--- src/rtl/uart_pkg.sv ---
// Shared definitions for the UART transmit path: data width, feeder FSM states,
// and the parity/baud encodings that the Duplex UART consumes.
package uart_pkg;

  localparam int DATA_W = 8;

  typedef enum logic [1:0] {
    ST_IDLE   = 2'd0,
    ST_REQ    = 2'd1,
    ST_ACTIVE = 2'd2,
    ST_DRAIN  = 2'd3
  } tx_state_e;

  typedef enum logic [1:0] {
    PAR_NONE = 2'b00,
    PAR_ODD  = 2'b01,
    PAR_EVEN = 2'b10
  } parity_e;

  typedef enum logic [1:0] {
    BAUD_9600  = 2'b10,
    BAUD_19200 = 2'b11
  } baud_e;

endpackage

--- src/rtl/uart_tx_feeder_if.sv ---
// Byte write handshake between the system side (master) and the transmit feeder (slave).
interface uart_tx_feeder_if;
  import uart_pkg::*;

  logic [DATA_W-1:0] wr_data;
  logic              wr_valid;
  logic              wr_ready;

  modport master (output wr_data, output wr_valid, input wr_ready);
  modport slave  (input wr_data, input wr_valid, output wr_ready);

endinterface

--- src/rtl/uart_sync_fifo.sv ---
// Single-clock FIFO with occupancy count; flush empties it and swallows any same-cycle push/pop.
module uart_sync_fifo
  import uart_pkg::*;
#(
  parameter int DEPTH  = 16,
  parameter int ADDR_W = 4
) (
  input  logic              clock,
  input  logic              reset_n,
  input  logic              push,
  input  logic              pop,
  input  logic              flush,
  input  logic [DATA_W-1:0] wdata,
  output logic [DATA_W-1:0] rdata,
  output logic [ADDR_W:0]   count,
  output logic              empty,
  output logic              full
);

  localparam logic [ADDR_W:0] DEPTH_CNT = DEPTH[ADDR_W:0];

  logic [DATA_W-1:0] mem [DEPTH];
  logic [ADDR_W-1:0] wr_ptr;
  logic [ADDR_W-1:0] rd_ptr;
  logic              do_push;
  logic              do_pop;

  // A full FIFO refuses a push even when a pop lands on the same edge.
  assign do_push = push && !full  && !flush;
  assign do_pop  = pop  && !empty && !flush;

  // NOTE: storage has no reset; a slot is only read after it was written, and a reset-free array maps onto RAM.
  always_ff @(posedge clock) begin
    if (do_push) mem[wr_ptr] <= wdata;
  end

  // NOTE: registers use non-blocking assignments so every flop samples pre-edge values.
  always_ff @(posedge clock or negedge reset_n) begin
    if (!reset_n) begin
      wr_ptr <= '0;
      rd_ptr <= '0;
      count  <= '0;
    end else if (flush) begin
      wr_ptr <= '0;
      rd_ptr <= '0;
      count  <= '0;
    end else begin
      if (do_push) wr_ptr <= wr_ptr + ADDR_W'(1);
      if (do_pop)  rd_ptr <= rd_ptr + ADDR_W'(1);
      case ({do_push, do_pop})
        2'b10:   count <= count + (ADDR_W+1)'(1);
        2'b01:   count <= count - (ADDR_W+1)'(1);
        default: count <= count;
      endcase
    end
  end

  assign rdata = mem[rd_ptr];
  assign empty = (count == '0);
  assign full  = (count == DEPTH_CNT);

endmodule

--- src/rtl/uart_tx_feeder.sv ---
// Buffers system bytes and hands them one at a time to the Duplex UART, pacing
// on its active/done flags; a missing acknowledge drops the byte and raises a sticky timeout.
module uart_tx_feeder
  import uart_pkg::*;
#(
  parameter int DEPTH       = 16,
  parameter int ADDR_W      = 4,
  parameter int ACK_TIMEOUT = 1024
) (
  input  logic              clock,
  input  logic              reset_n,
  uart_tx_feeder_if.slave   wr,
  input  logic              flush,
  input  logic              tx_active_flag,
  input  logic              tx_done_flag,
  output logic              send,
  output logic [DATA_W-1:0] tx_data,
  output logic [ADDR_W:0]   fill_level,
  output logic              empty,
  output logic              full,
  output logic              busy,
  output logic              tx_timeout
);

  localparam int              CNT_W   = (ACK_TIMEOUT > 1) ? $clog2(ACK_TIMEOUT) : 1;
  localparam logic [CNT_W-1:0] CNT_MAX = CNT_W'(ACK_TIMEOUT - 1);

  tx_state_e         state_q, state_d;
  logic              pop;
  logic              expire;
  logic [CNT_W-1:0]  cnt_q;
  logic [DATA_W-1:0] rdata;

  assign wr.wr_ready = !full;

  uart_sync_fifo #(.DEPTH(DEPTH), .ADDR_W(ADDR_W)) u_fifo (
    .clock   (clock),
    .reset_n (reset_n),
    .push    (wr.wr_valid),
    .pop     (pop),
    .flush   (flush),
    .wdata   (wr.wr_data),
    .rdata   (rdata),
    .count   (fill_level),
    .empty   (empty),
    .full    (full)
  );

  // NOTE: every signal driven here gets a default first, so no path leaves one unassigned and infers a latch.
  always_comb begin
    state_d = state_q;
    pop     = 1'b0;
    expire  = 1'b0;
    case (state_q)
      ST_IDLE: begin
        // flush wins over a pending pop
        if (!empty && !flush) begin
          pop     = 1'b1;
          state_d = ST_REQ;
        end
      end
      ST_REQ: begin
        // active beats an expiry on the same cycle; a stale done is ignored here
        if (tx_active_flag) begin
          state_d = ST_ACTIVE;
        end else if (cnt_q == CNT_MAX) begin
          expire  = 1'b1;
          state_d = ST_IDLE;
        end
      end
      ST_ACTIVE: if (tx_done_flag) state_d = ST_DRAIN;
      ST_DRAIN:  if (!tx_active_flag && !tx_done_flag) state_d = ST_IDLE;
      default:   state_d = ST_IDLE;
    endcase
  end

  always_ff @(posedge clock or negedge reset_n) begin
    if (!reset_n) begin
      state_q    <= ST_IDLE;
      send       <= 1'b0;
      tx_data    <= '0;
      tx_timeout <= 1'b0;
      cnt_q      <= '0;
    end else begin
      state_q <= state_d;
      send    <= (state_d == ST_REQ);
      if (pop) tx_data <= rdata;
      cnt_q   <= (state_q == ST_REQ && state_d == ST_REQ) ? cnt_q + CNT_W'(1) : '0;
      if (expire)     tx_timeout <= 1'b1;
      else if (flush) tx_timeout <= 1'b0;
    end
  end

  assign busy = (state_q != ST_IDLE);

endmodule

--- src/flat_wrapper.sv ---
// flat-port wrapper written by rule: the top's interface ports become plain ports
module uart_tx_feeder_flat import uart_pkg::*;
#(
  parameter int DEPTH       = 16,
  parameter int ADDR_W      = 4,
  parameter int ACK_TIMEOUT = 1024
)
  (clock, reset_n, flush, tx_active_flag, tx_done_flag, send, tx_data, fill_level, empty, full, busy, tx_timeout, wr_wr_data, wr_wr_valid, wr_wr_ready);
  uart_tx_feeder_if wr_i ();
  input  logic clock;
  input  logic reset_n;
  input  logic flush;
  input  logic tx_active_flag;
  input  logic tx_done_flag;
  output logic send;
  output logic [DATA_W-1:0] tx_data;
  output logic [ADDR_W:0] fill_level;
  output logic empty;
  output logic full;
  output logic busy;
  output logic tx_timeout;
  input wire logic [$bits(wr_i.wr_data)-1:0] wr_wr_data;
  input wire logic [$bits(wr_i.wr_valid)-1:0] wr_wr_valid;
  output wire logic [$bits(wr_i.wr_ready)-1:0] wr_wr_ready;
  assign wr_i.wr_data = wr_wr_data;
  assign wr_i.wr_valid = wr_wr_valid;
  assign wr_wr_ready = wr_i.wr_ready;
  uart_tx_feeder #(.DEPTH(DEPTH), .ADDR_W(ADDR_W), .ACK_TIMEOUT(ACK_TIMEOUT)) u_core (.clock(clock), .reset_n(reset_n), .wr(wr_i), .flush(flush), .tx_active_flag(tx_active_flag), .tx_done_flag(tx_done_flag), .send(send), .tx_data(tx_data), .fill_level(fill_level), .empty(empty), .full(full), .busy(busy), .tx_timeout(tx_timeout));
endmodule
--- config.mk ---
export PLATFORM = sky130hd
export DESIGN_NAME = uart_tx_feeder_flat
export DESIGN_NICKNAME = d
export VERILOG_FILES = /design/src/rtl/uart_pkg.sv /design/src/rtl/uart_tx_feeder_if.sv /design/src/rtl/uart_sync_fifo.sv /design/src/rtl/uart_tx_feeder.sv /design/src/flat_wrapper.sv
export SDC_FILE = /design/constraint.sdc
export NUM_CORES = 1
export LEC_CHECK = 0
export CAP_MARGIN = 10
export CORE_MARGIN = 2
export CORE_UTILIZATION = 55
export DETAILED_ROUTE_END_ITERATION = 16
export GPL_TIMING_DRIVEN = 0
export PLACE_DENSITY = 0.8
export SYNTH_ARGS = -nofsm -noshare
export SYNTH_HDL_FRONTEND = slang
export SYNTH_SLANG_ARGS = --single-unit
--- constraint.sdc ---
create_clock -name clock -period 5.9 [get_ports clock]
set_input_delay 0.885 -clock clock [delete_from_list [all_inputs] [get_ports clock]]
set_output_delay 0.885 -clock clock [all_outputs]
set_load 0.01 [all_outputs]
==> results.json <==
{
  "status": "completed",
  "rsz0062_at_grt": "no",
  "worstPathArrival_ps": 2130,
  "hold_buffers": 0,
  "p_leak_nw": 2.690,
  "synth_area_leaders": "edfxtp_1, dfrtp_1, mux4_2",
  "synth_seq_area_share_pct": 70.62,
  "crit_fanout": 7,
  "overflow": 0,
  "grt_use_met3_pct": 5.347,
  "tightest_slew_ps": 969.8,
  "area_delta_synth_final_pct": 17.08,
  "vdd_drop_max_mv": 0.2754,
  "initial_core_util_pct": 56.10,
  "power_w": 0.003170,
  "final_hold_viol_count": 0,
  "use_met2_pct": 35.44,
  "seq_power_share_pct": 43.4,
  "pin_count": 33,
  "coreArea_um2": 11910,
  "die_y_um": 114.2,
  "drtIter0Drc": 358,
  "max-cap-violations": 0,
  "power.internal_w": 0.002345,
  "die-area_um2": 13050,
  "antenna_found_initial": 0,
  "synthCells": 390,
  "yosys.area.top_type": "edfxtp_1",
  "rows": 40,
  "final_common_cell": "edfxtp_1",
  "final_util_pct": 65.68,
  "grt_pass1_vias": 3722,
  "clk_pin_slew_ps": 60,
  "power_switching_w": 0.0008247,
  "fmax_mhz": 331.6,
  "port_buffers": 31,
  "post_drt_wl_per_cell_um": 21.63,
  "first_pass_iters": 5,
  "min_period_over_period_pct": 51.11,
  "synth_cell_types": 45,
  "met1_usage_pct": 28.79,
  "pwr_density_cell_nw_per_um2": 405.2,
  "die_w_um": 114.2,
  "cts_made_buffers": 17,
  "clk_latency_ps": 430,
  "start_kind": "flop",
  "drcViolationCount": 0,
  "grt_max_degree": 36,
  "cts.root.buffer_cell": "clkbuf_16",
  "avgSynthCellArea_um2": 17.14,
  "syn_area_um2": 6683,
  "yosysWarnings": 0,
  "dp_slack_ps": 2566,
  "nNetsFinal": 468,
  "grt_use_total_pct": 21.96,
  "cts_setup_buffers": 0,
  "slew_headroom_pct": 35.11,
  "drv_slew": 0,
  "gr-max-usage-layer": "met2",
  "dpl.hpwl_um": 8530,
  "fin_crit_ps": 3016,
  "synth_top_area_share_pct": 57.52,
  "layout_setup_ws_ps": 2884,
  "worst_ep_required_time_ps": 5020,
  "wl_um": 13070,
  "drtAntennaViolNets": 0,
  "final_cell_mix": "edfxtp_1, dfrtp_1, nor2_1",
  "n_fill_cell": 802,
  "cts_resized": 0,
  "tns_ps": 0,
  "path_class": "flop to output pin",
  "syn-num-nets": 414,
  "fin_cells": 604,
  "hold_class": "flop to flop",
  "dp.cells": 572,
  "clockBufferDepth": 2,
  "setup_viol": 0,
  "grt_pass1_wl_um": 20450,
  "diodes": 0,
  "viasPerCell": 5.993,
  "comb_power_share_pct": 20.7,
  "globalplace.congestion": 0.7996,
  "clockPowerShare_pct": 35.9,
  "drive_above_1_share_pct": 19.26,
  "clock_skew_ps": 7.985,
  "synth_seq_cells": 163,
  "htree_levels": 4,
  "p_sw_share_pct": 26.02,
  "tritoncts": "built",
  "clock_sinks": 163,
  "num_vias": 3620,
  "end_kind": "output pin"
}
-- stage by stage --
stage | instance area, um2 | hold slack [ps]
detailed placement | 7202 | 492.0
global route | 7824 | 526.2
CTS | 7824 | 506.2
floorplan | 6683 | 455.3
global placement | 7177 | 477.4
finish | 7824 | 503.8
-- worst max-delay path: stages, from the launching register on --
cell             delay (ps)
dfrtp_1                 460
nor4_2                  520
nand2_1                 140
inv_1                    70
clkdlybuf4s50_1         520
-- power groups by stage --
stage	clock (W)	combinational, W	sequential [W]
CTS	0.00115	0.000661	0.00137
floorplan	0	0.000403	0.00140
detailed placement	0	0.000654	0.00139
finish	0.00114	0.000656	0.00137
global route	0.00120	0.000713	0.00138
global placement	0	0.000631	0.00139
-- cells in the mapped netlist (all sizes together) --
cell and n:
edfxtp 128, a21o 4, and4 1, mux2i 17
xnor2 3, mux4 32, a22o 1, clkbuf 10
nor2 35, or3b 1, mux2 3, or2 2
nand3 5, nand4 2, o22ai 1, a211oi 1
xor2 10, or4 1, a21boi 2, nor3 4
o221ai 8, nor4 2, inv 10, a21oi 7
a31oi 2, nand2b 5, buf 8, dfrtp 35
fa 1, nand2 25, ha 9, and3 3
o21ai 7, or3 5
-- logic make-up after synthesis --
logic type,synth area share (%)
flops,70.62
simple gates,6.422
mux,13.84
compound gates,3.651
buf+inv,1.779
xor+xnor,1.704
fa+ha+maj,1.985
-- layer usage --
metal / part of all wire (%) / up-vias
li1: - / 1617
met1: 41 / 1828
met5: 0 / -
met3: 6.4 / 27
met4: 1.9 / 0
met2: 50 / 148
-- final timing paths --
check	startpoint	to	cells after the start	slack, ps
worst max-delay path	u_core.u_fifo.count[0]	full	4	2880
worst min register to register	u_core.cnt_q[0]	u_core.cnt_q[0]	1	500
worst max register to register	u_core.u_fifo.count[0]	u_core.u_fifo.count[4]	11	2960
worst min-delay path	u_core.cnt_q[0]	u_core.cnt_q[0]	1	500
max in group asynchronous	reset_n	u_core.cnt_q[5]	1	4810
min in group asynchronous	reset_n	u_core.u_fifo.count[1]	1	560
-- flip-flops by register name, summed over array words and instances, names as in the netlist --
| name | cells |
|---|---|
| u_core.u_fifo.rd_ptr | 4 |
| u_core.tx_timeout | 1 |
| u_core.send | 1 |
| u_core.u_fifo.count | 5 |
| u_core.tx_data | 8 |
| u_core.cnt_q | 10 |
| u_core.u_fifo.wr_ptr | 4 |
| u_core.u_fifo.mem | 128 |
| u_core.state_q | 2 |
-- final cells by class --
cell class | instances | area (um2) | share of cell area (%)
Clock inverter | 10 | 147.6 | 1.887
Timing Repair Buffer | 35 | 335.3 | 4.286
Sequential cell | 163 | 4720 | 60.32
Multi-Input combinational cell | 199 | 1844 | 23.57
Tap cell | 147 | 183.9 | 2.351
Buffer | 18 | 81.33 | 1.040
Clock buffer | 22 | 474.2 | 6.061
Inverter | 10 | 37.54 | 0.4798
Power figures use the tool's default switching activity.
